`config.mk`:
```
export PLATFORM = sky130hd
export DESIGN_NAME = uart_tx
export DESIGN_NICKNAME = d
export VERILOG_FILES = /design/src/rtl/uart_tx_pkg.sv /design/src/rtl/uart_baud_gen.sv /design/src/rtl/uart_tx.sv
export SDC_FILE = /design/constraint.sdc
export NUM_CORES = 1
export LEC_CHECK = 0
export ABC_AREA = 1
export CORE_MARGIN = 2
export CORE_UTILIZATION = 31
export CTS_CLUSTER_SIZE = 14
export DETAILED_ROUTE_END_ITERATION = 10
export GPL_ROUTABILITY_DRIVEN = 0
export PLACE_DENSITY_LB_ADDON = 0.15
export SYNTH_ARGS = -nofsm -noshare
export SYNTH_HDL_FRONTEND = slang
export SYNTH_HIERARCHICAL = 1
export SYNTH_SLANG_ARGS = --single-unit
```
`constraint.sdc`:
```
create_clock -name clk -period 1.68 [get_ports clk]
set_clock_uncertainty 0.05 [all_clocks]
set_input_delay 0.168 -clock clk [delete_from_list [all_inputs] [get_ports clk]]
set_output_delay 0.168 -clock clk [all_outputs]
set_load 0.02 [all_outputs]
```
`src/rtl/uart_tx_pkg.sv`:
```
// Shared definitions for the UART transmitter and its companion receiver.
// Holds the data width, the FSM state encodings and the idle line level,
// plus a small even-parity helper used when UART_TX_PARITY_EN is defined.
package uart_tx_pkg;

  localparam int UART_DATA_BITS = 8;

  localparam logic [2:0] ST_IDLE   = 3'd0;
  localparam logic [2:0] ST_START  = 3'd1;
  localparam logic [2:0] ST_DATA   = 3'd2;
  localparam logic [2:0] ST_PARITY = 3'd3;
  localparam logic [2:0] ST_STOP   = 3'd4;

  localparam logic UART_IDLE = 1'b1;

  function automatic logic evenParity(input logic [UART_DATA_BITS-1:0] b);
    return ^b;
  endfunction

endpackage

```
`src/rtl/uart_baud_gen.sv`:
```
// Bit-period timer shared by the UART transmitter and receiver.
// Counts 0..div-1 and raises tick during the last clock of each bit period.
// clr forces the count back to zero so a new bit period starts cleanly.
module uart_baud_gen #(
  parameter int div = 100
) (
  input  logic clk,
  input  logic rst,
  input  logic clr,
  output logic tick
);

  localparam int CW = (div > 1) ? $clog2(div) : 1;
  localparam logic [CW-1:0] LAST = CW'(div - 1);

  logic [CW-1:0] cnt_q;
  logic [CW-1:0] cnt_d;

  assign tick = (cnt_q == LAST);

  // Next count: wrap at the end of a bit period or whenever a clear is requested
  always_comb begin
    cnt_d = cnt_q + 1'b1;
    if (clr || tick) begin
      cnt_d = '0;
    end
  end

  // Count register
  always_ff @(posedge clk or posedge rst) begin
    if (rst) begin
      cnt_q <= '0;
    end else begin
      cnt_q <= cnt_d;
    end
  end

endmodule

```
`src/rtl/uart_tx.sv`:
```
// 8N1 UART transmitter, LSB first, with a one-byte holding register so the
// producer can queue the next byte while the current frame is shifting.
// Consecutive frames are sent with no idle gap between stop and start bits.
// Define UART_TX_PARITY_EN to insert an even-parity bit between DATA and STOP.
module uart_tx
  import uart_tx_pkg::*;
#(
  parameter int div = 100
) (
  input  logic       clk,
  input  logic       rst,
  input  logic [7:0] data,
  input  logic       req,
  output logic       ack,
  output logic       txd,
  output logic       busy
);

  localparam logic [2:0] LAST_BIT = 3'(UART_DATA_BITS - 1);

  logic [2:0] state_q,    state_d;
  logic [7:0] shifter_q,  shifter_d;
  logic [7:0] hold_q,     hold_d;
  logic       holdFull_q, holdFull_d;
  logic       ack_q,      ack_d;
  logic       txd_q,      txd_d;
  logic [2:0] bitCnt_q,   bitCnt_d;
`ifdef UART_TX_PARITY_EN
  logic       parity_q,   parity_d;
`endif

  logic tick;
  logic capture;
  logic loadFrame;

  // The baud counter is held at zero while idle, so the start bit of a
  // frame launched from idle gets a full period; inside a frame every state
  // change happens on tick, where the counter wraps to zero anyway.
  uart_baud_gen #(
    .div(div)
  ) u_baud (
    .clk (clk),
    .rst (rst),
    .clr (state_q == ST_IDLE),
    .tick(tick)
  );

  // A held req must not be captured twice, hence the ack_q qualifier.
  assign capture = req && !holdFull_q && !ack_q;

  // Handshake, holding register, frame sequencing and shifting
  always_comb begin
    state_d    = state_q;
    shifter_d  = shifter_q;
    hold_d     = hold_q;
    holdFull_d = holdFull_q;
    bitCnt_d   = bitCnt_q;
    ack_d      = capture;
    loadFrame  = 1'b0;
`ifdef UART_TX_PARITY_EN
    parity_d   = parity_q;
`endif

    case (state_q)
      ST_IDLE: begin
        if (holdFull_q) begin
          loadFrame = 1'b1;
        end
      end
      ST_START: begin
        if (tick) begin
          state_d = ST_DATA;
        end
      end
      ST_DATA: begin
        if (tick) begin
          shifter_d = shifter_q >> 1;
          if (bitCnt_q == LAST_BIT) begin
            bitCnt_d = '0;
`ifdef UART_TX_PARITY_EN
            state_d  = ST_PARITY;
`else
            state_d  = ST_STOP;
`endif
          end else begin
            bitCnt_d = bitCnt_q + 1'b1;
          end
        end
      end
`ifdef UART_TX_PARITY_EN
      ST_PARITY: begin
        if (tick) begin
          state_d = ST_STOP;
        end
      end
`endif
      ST_STOP: begin
        if (tick) begin
          if (holdFull_q) begin
            loadFrame = 1'b1;
          end else begin
            state_d = ST_IDLE;
          end
        end
      end
      default: begin
        state_d = ST_IDLE;
      end
    endcase

    // Capture needs an empty holding register and a load needs a full one,
    // so the two never collide on the same edge.
    if (loadFrame) begin
      state_d    = ST_START;
      shifter_d  = hold_q;
      holdFull_d = 1'b0;
      bitCnt_d   = '0;
`ifdef UART_TX_PARITY_EN
      parity_d   = evenParity(hold_q);
`endif
    end

    if (capture) begin
      hold_d     = data;
      holdFull_d = 1'b1;
    end
  end

  // Line level for the state being entered, so txd can be a plain register
  always_comb begin
    txd_d = UART_IDLE;
    case (state_d)
      ST_START:  txd_d = 1'b0;
      ST_DATA:   txd_d = shifter_d[0];
`ifdef UART_TX_PARITY_EN
      ST_PARITY: txd_d = parity_d;
`endif
      ST_STOP:   txd_d = 1'b1;
      default:   txd_d = UART_IDLE;
    endcase
  end

  // State registers; reset drops any frame in flight and empties the holding register
  always_ff @(posedge clk or posedge rst) begin
    if (rst) begin
      state_q    <= ST_IDLE;
      shifter_q  <= '0;
      hold_q     <= '0;
      holdFull_q <= 1'b0;
      ack_q      <= 1'b0;
      txd_q      <= UART_IDLE;
      bitCnt_q   <= '0;
`ifdef UART_TX_PARITY_EN
      parity_q   <= 1'b0;
`endif
    end else begin
      state_q    <= state_d;
      shifter_q  <= shifter_d;
      hold_q     <= hold_d;
      holdFull_q <= holdFull_d;
      ack_q      <= ack_d;
      txd_q      <= txd_d;
      bitCnt_q   <= bitCnt_d;
`ifdef UART_TX_PARITY_EN
      parity_q   <= parity_d;
`endif
    end
  end

  assign ack  = ack_q;
  assign txd  = txd_q;
  assign busy = (state_q != ST_IDLE) | holdFull_q;

endmodule
```
==> results.ini, run 1 <==
[critical_path]
critPathMaxStageDelay_ns=0.59
path_max_fanout=1
cpMaxStageDelayCell=clkdlybuf4s50_1
crit_buf_inv=1
r2r_slack_ns=0.12
cp.required_ns=1.46
critPathLaunchType=flop
startpoint=txd
cp_top_family=buffers and inverters
r2r-end=shifter_q[7]
criticalPathCategory=reg -> out
worstPathArrival_ns=1.38
cp-end-kind=output pin
r2r_cells=10
crit_chain=clkdlybuf4s50_1
reg2reg_from=u_baud/cnt_q[1]

[layout]
insertedDiodeCount=0
fin_cells=274
area_delta_synth_final_pct=27.5
nets=220
drive_gt1_frac=0.203
fin_util=0.411

[synth]
yosys_warnings=6
synth_top_cell_by_area=dfrtp_1
synth_cell_types=29
synth.avg_cell_area_sq_um=8.74
syn-cell-area_sq_um=1520
synth_fp_nets=188
synth_top_cell_area_share=0.510
ys_ff_latch=32
netlist_instances=174
seq_area_frac_synth=0.527
ys_top_cells_by_area=dfrtp_1, nand2_1, nor2_1

[power_and_ir_drop]
powerDensity_nw_per_um2=1370
vdd_drop_max_v=0.000587
power_leakage_uw=0.000968

[route]
vias=1195
wl_per_cell_um=10.6
remaining_drc_errors=0
drt_iter0_markers=24
vias_per_cell=4.36
dr.pass1.iters=4
drt-total-wl_mm=2.92
postRouteAntennaNets=0

[timing]
fin_crit_sh=0.951
finalCriticalPeriod_ns=1.60
fin_tns_setup_ns=0
slew_violations=0
tightest_slew_ns=0.366
hold_viol=0
timing.hold.ws_ns=0.104
max_freq_ghz=0.626
max_slew_margin=0.754
worst_slack_ns=0.0819
rsz0062_at_grt=false
setup_viol=0

[global_route]
met1_usage=0.144
antenna_found_initial=0
grt-busiest-layer=met2
grt-ovfl-total=0
grt_use_met3=0.0434
grt_pass1_vias=1166
grt_usage=0.118
use_met2=0.191
grt_pass1_wl_mm=4.92
grt_max_degree=26

[cts]
numCtsBuffers=5
cts_root_buffer=clkbuf_8
clk_pin_slew_ns=0.06
htreeDepth=2
cts_sinks=32
cts_tree=yes
clockBufferDepth=2
clock_latency_ns=0.28

[floorplan]
io_pins=14
dieArea_sq_um=5480
coreArea_sq_um=4720
fp.dieW_um=74.1
initial_core_util=0.322
die-height_um=74.1
core.rowCount=25

[placed_design]
numPortBuffers=13
dp.cells=262
hpwl_mm=2.05
place_worst_setup_slack_ns=0.0684

[run_status]
status=completed

[flow_run]
drv_cap=0

[worst_hold_path]
hp-class=in -> async

per-stage QoR:
| stage | power, uW | cell area, sq um |
|---|---|---|
| floorplan | 1750 | 1520 |
| global placement | 2000 | 1790 |
| detailed placement | 2010 | 1790 |
| CTS | 2640 | 1890 |
| global route | 2890 | 1940 |
| finish | 2670 | 1940 |
placed cells by master (no fill, tap or decap), drive strengths merged, types with 3 or more instances in the layout:
cell type	synthesis	layout
nor2	25	25
clkbuf	0	7
nand2	59	59
buf	2	13
o21bai	3	3
clkdlybuf4s50	0	12
nand3	14	15
ha	3	3
o22ai	3	3
dfrtp	31	31
inv	19	19
nor3	4	4
state kept, by name, indices dropped and copies added, names as in the netlist:
register	flops
u_baud/cnt_q	7
bitCnt_q	3
txd	1
state_q	3
ack	1
holdFull_q	1
hold_q	8
shifter_q	8
repair_timing:
item                       in CTS  in global routing
setup endpoints to repair       1                 11
setup buffers                   0                  3
pin swaps                       0                  3
gates resized for setup         2                  5
hold buffers                    0                  0
cloned                          0                  1
metal layers:
metal  part of all wire  routed length, um
met5                  0                  0
met4              0.011                 33
met3              0.047                136
met2               0.50               1470
met1               0.44               1280
power breakdown:
part,leakage [uW],switching [uW],internal (uW)
Combinational,0.000524,429,387
Clock,0.0000445,273,332
Sequential,0.000399,194,1050
Yosys cell counts:
| library cell | n |
|---|---|
| a21oi_1 | 2 |
| buf_4 | 1 |
| buf_6 | 1 |
| dfrtp_1 | 31 |
| dfstp_2 | 1 |
| ha_1 | 3 |
| inv_1 | 16 |
| inv_2 | 2 |
| inv_4 | 1 |
| nand2_1 | 54 |
| nand2_2 | 3 |
| nand2_4 | 2 |
| nand3_1 | 12 |
| nand3_2 | 1 |
| nand3_4 | 1 |
| nand3b_1 | 1 |
| nor2_1 | 22 |
| nor2_2 | 2 |
| nor2_4 | 1 |
| nor3_1 | 2 |
| nor3_2 | 2 |
| o211ai_1 | 1 |
| o21a_1 | 1 |
| o21ai_0 | 2 |
| o21bai_1 | 2 |
| o21bai_4 | 1 |
| o22ai_1 | 3 |
| xnor2_1 | 1 |
| xor2_1 | 2 |
layout make-up:
type                    instances  area [sq um]
clock inverters                 1          7.51
well taps                      67          83.8
inverters                      19          76.3
multi-input cells             122           658
clock buffers                   7          86.3
repair buffers                 26           226
flip-flops and latches         32           802
fillers                       481          2780
cell families after synthesis:
kind of cell    after synthesis  share of synthesized area
simple gates                103                      0.313
buf+inv                      21                     0.0609
compound gates               12                     0.0576
flops                        32                      0.527
fa+ha+maj                     3                     0.0247
xor+xnor                      3                     0.0173
worst max-delay path by stage:
stage | to | slack, ns | cells after the start
after CTS | shifter_q[7] | 0.06 | 10
after floorplan | shifter_q[7] | 0.04 | 11
after detailed placement | shifter_q[7] | 0.07 | 10
final | txd | 0.08 | 1
after global routing | shifter_q[7] | 0.005 | 10
after global placement | hold_q[0] | 0.11 | 6
Note: power is estimated with default switching activity, not from simulation.
==> inputs of run 2 (changes only) <==
==> constraint.sdc (replaced) <==
create_clock -name clk -period 1.68 [get_ports clk]
set_clock_uncertainty 0.05 [all_clocks]
set_input_delay 0.336 -clock clk [delete_from_list [all_inputs] [get_ports clk]]
set_output_delay 0.336 -clock clk [all_outputs]
set_load 0.02 [all_outputs]
==> results.ini, run 2 (synthesis results as in run 1) <==
[timing]
worst_slack_ns=0.0526  ; -0.0293 ns
rsz0062_at_grt=false
setup_viol=0  ; unchanged
max_freq_ghz=0.614  ; -1.8%
slew_violations=0  ; unchanged
fin_tns_setup_ns=0  ; unchanged
finalCriticalPeriod_ns=1.63  ; +0.0293 ns
fin_crit_sh=0.969  ; +0.0174
max_slew_margin=0.777  ; +0.0223
timing.hold.ws_ns=0.265  ; +0.161 ns
hold_viol=0  ; unchanged
tightest_slew_ns=0.333  ; -0.0332 ns

[power_and_ir_drop]
power.total_uw=2700  ; +1.2%
p_int_uw=1780  ; +0.65%
p_sw_uw=916  ; +2.2%
seqPwrFrac=0.451  ; -0.016
power_frac_clock=0.208  ; -0.019
swShare=0.339  ; +0.00342
power_leakage_uw=0.000994  ; +2.7%
vdd_drop_max_v=0.000453  ; -23%
power_frac_comb=0.340  ; +0.034
powerDensity_nw_per_um2=1370  ; -0.43%

[layout]
fin_util=0.417  ; +0.00662
fill_cells=473  ; -1.7%
mostFrequentLayoutCells=nand2_1, dfrtp_1, nor2_1
final_common_cell=nand2_1
reg_top3=hold_q x8, shifter_q x8, u_baud/cnt_q x7
nets=224  ; +1.8%
insertedDiodeCount=0  ; unchanged
drive_gt1_frac=0.223  ; +0.0199
area_delta_synth_final_pct=29.6

[global_route]
grt_use_met3=0.0447  ; +0.00136
grt_max_degree=26  ; unchanged
grt_pass1_vias=1214  ; +4.1%
antenna_found_initial=0  ; unchanged
met1_usage=0.154  ; +0.00960
use_met2=0.204  ; +0.0129
grt-ovfl-total=0  ; unchanged
grt-busiest-layer=met2
grt_pass1_wl_mm=5.27  ; +7.2%
grt_usage=0.127  ; +0.00891

[floorplan]
core.rowCount=25  ; unchanged
dieArea_sq_um=5480  ; unchanged
fp.dieW_um=74.1  ; unchanged
initial_core_util=0.322  ; unchanged
die-height_um=74.1  ; unchanged
io_pins=14  ; unchanged
coreArea_sq_um=4720  ; unchanged

[cts]
clockBufferDepth=2  ; unchanged
numCtsBuffers=5  ; unchanged
clock_latency_ns=0.28  ; about the same
cts_sinks=32  ; unchanged
htreeDepth=2  ; unchanged
cts_root_buffer=clkbuf_8
cts_tree=yes
clk_pin_slew_ns=0.07  ; about the same

[critical_path]
criticalPathCategory=reg -> out
cp-end-kind=output pin
cpMaxStageDelayCell=clkdlybuf4s50_1
crit_chain=clkdlybuf4s50_1
worstPathArrival_ns=1.24  ; -0.14 ns
crit_buf_inv=1  ; unchanged
cp.required_ns=1.29  ; -0.17 ns
critPathMaxStageDelay_ns=0.61  ; +0.02 ns
critPathLaunchType=flop
path_max_fanout=2  ; +1
startpoint=ack
cp_top_family=buffers and inverters
reg2reg_from=u_baud/cnt_q[3]

[route]
vias_per_cell=4.30  ; -1.4%
wl_per_cell_um=10.6  ; -0.49%
drt-total-wl_mm=2.95  ; +0.96%
drt_iter0_markers=22  ; -8.3%
remaining_drc_errors=0  ; unchanged
postRouteAntennaNets=0  ; unchanged
dr.pass1.iters=4  ; unchanged
vias=1196  ; +0.084%

[flow_run]
drv_cap=0  ; unchanged

[placed_design]
place_worst_setup_slack_ns=0.0653  ; -0.00311 ns
hpwl_mm=2.10  ; +2.7%
numPortBuffers=13  ; unchanged

[run_status]
status=completed

[worst_hold_path]
hp-class=in -> async

run 2: what timing repair did:
action                     4_1_cts  5_1_grt
cloned                           0        1
hold endpoints to repair         0        0
setup endpoints to repair        2       15
gates resized for setup          2       11
buffers inserted                 0        3
hold buffers                     0        0
pin swaps                        0        2
run 2: metal layers:
layer	vias up	wire length, um
li1	618	-
met1	554	1280
met2	20	1520
met3	4	107
met4	0	36
met5	-	0
run 2: path summary, 6_finish.rpt:
path                       cells after the start         endpoint  slack, ns
max                                            1              ack       0.05
max reg2reg                                   10     shifter_q[7]       0.14
max in group asynchronous                      3              txd       0.89
min in group clk                               2        hold_q[6]       0.42
min                                            2  u_baud/cnt_q[2]       0.27
min reg2reg                                    2        hold_q[6]       0.42
run 2: cell type report:
cell class / instances / area (sq um) / share of cell area
clock buffer: 7 / 76.3 / 0.0387
clock inverter: 1 / 5.00 / 0.00254
inverter: 19 / 76.3 / 0.0387
multi-input combinational: 122 / 668 / 0.339
sequential: 32 / 802 / 0.407
tap: 67 / 83.8 / 0.0425
timing repair buffer: 30 / 260 / 0.132
run 2: power groups by stage:
stage                     combinational (uW)  clock, uW  sequential [uW]
after floorplan                          519          0             1230
after global placement                   832          0             1220
after detailed placement                 844          0             1230
after CTS                                843        587             1220
after global routing                    1070        624             1260
final                                    918        562             1220
run 2: through the flow:
| stage | instances | cell area, sq um |
|---|---|---|
| finish | 278 | 1970 |
| global route | 278 | 1970 |
| CTS | 274 | 1900 |
| detailed placement | 266 | 1820 |
| global placement | 266 | 1820 |
| floorplan | 174 | 1520 |
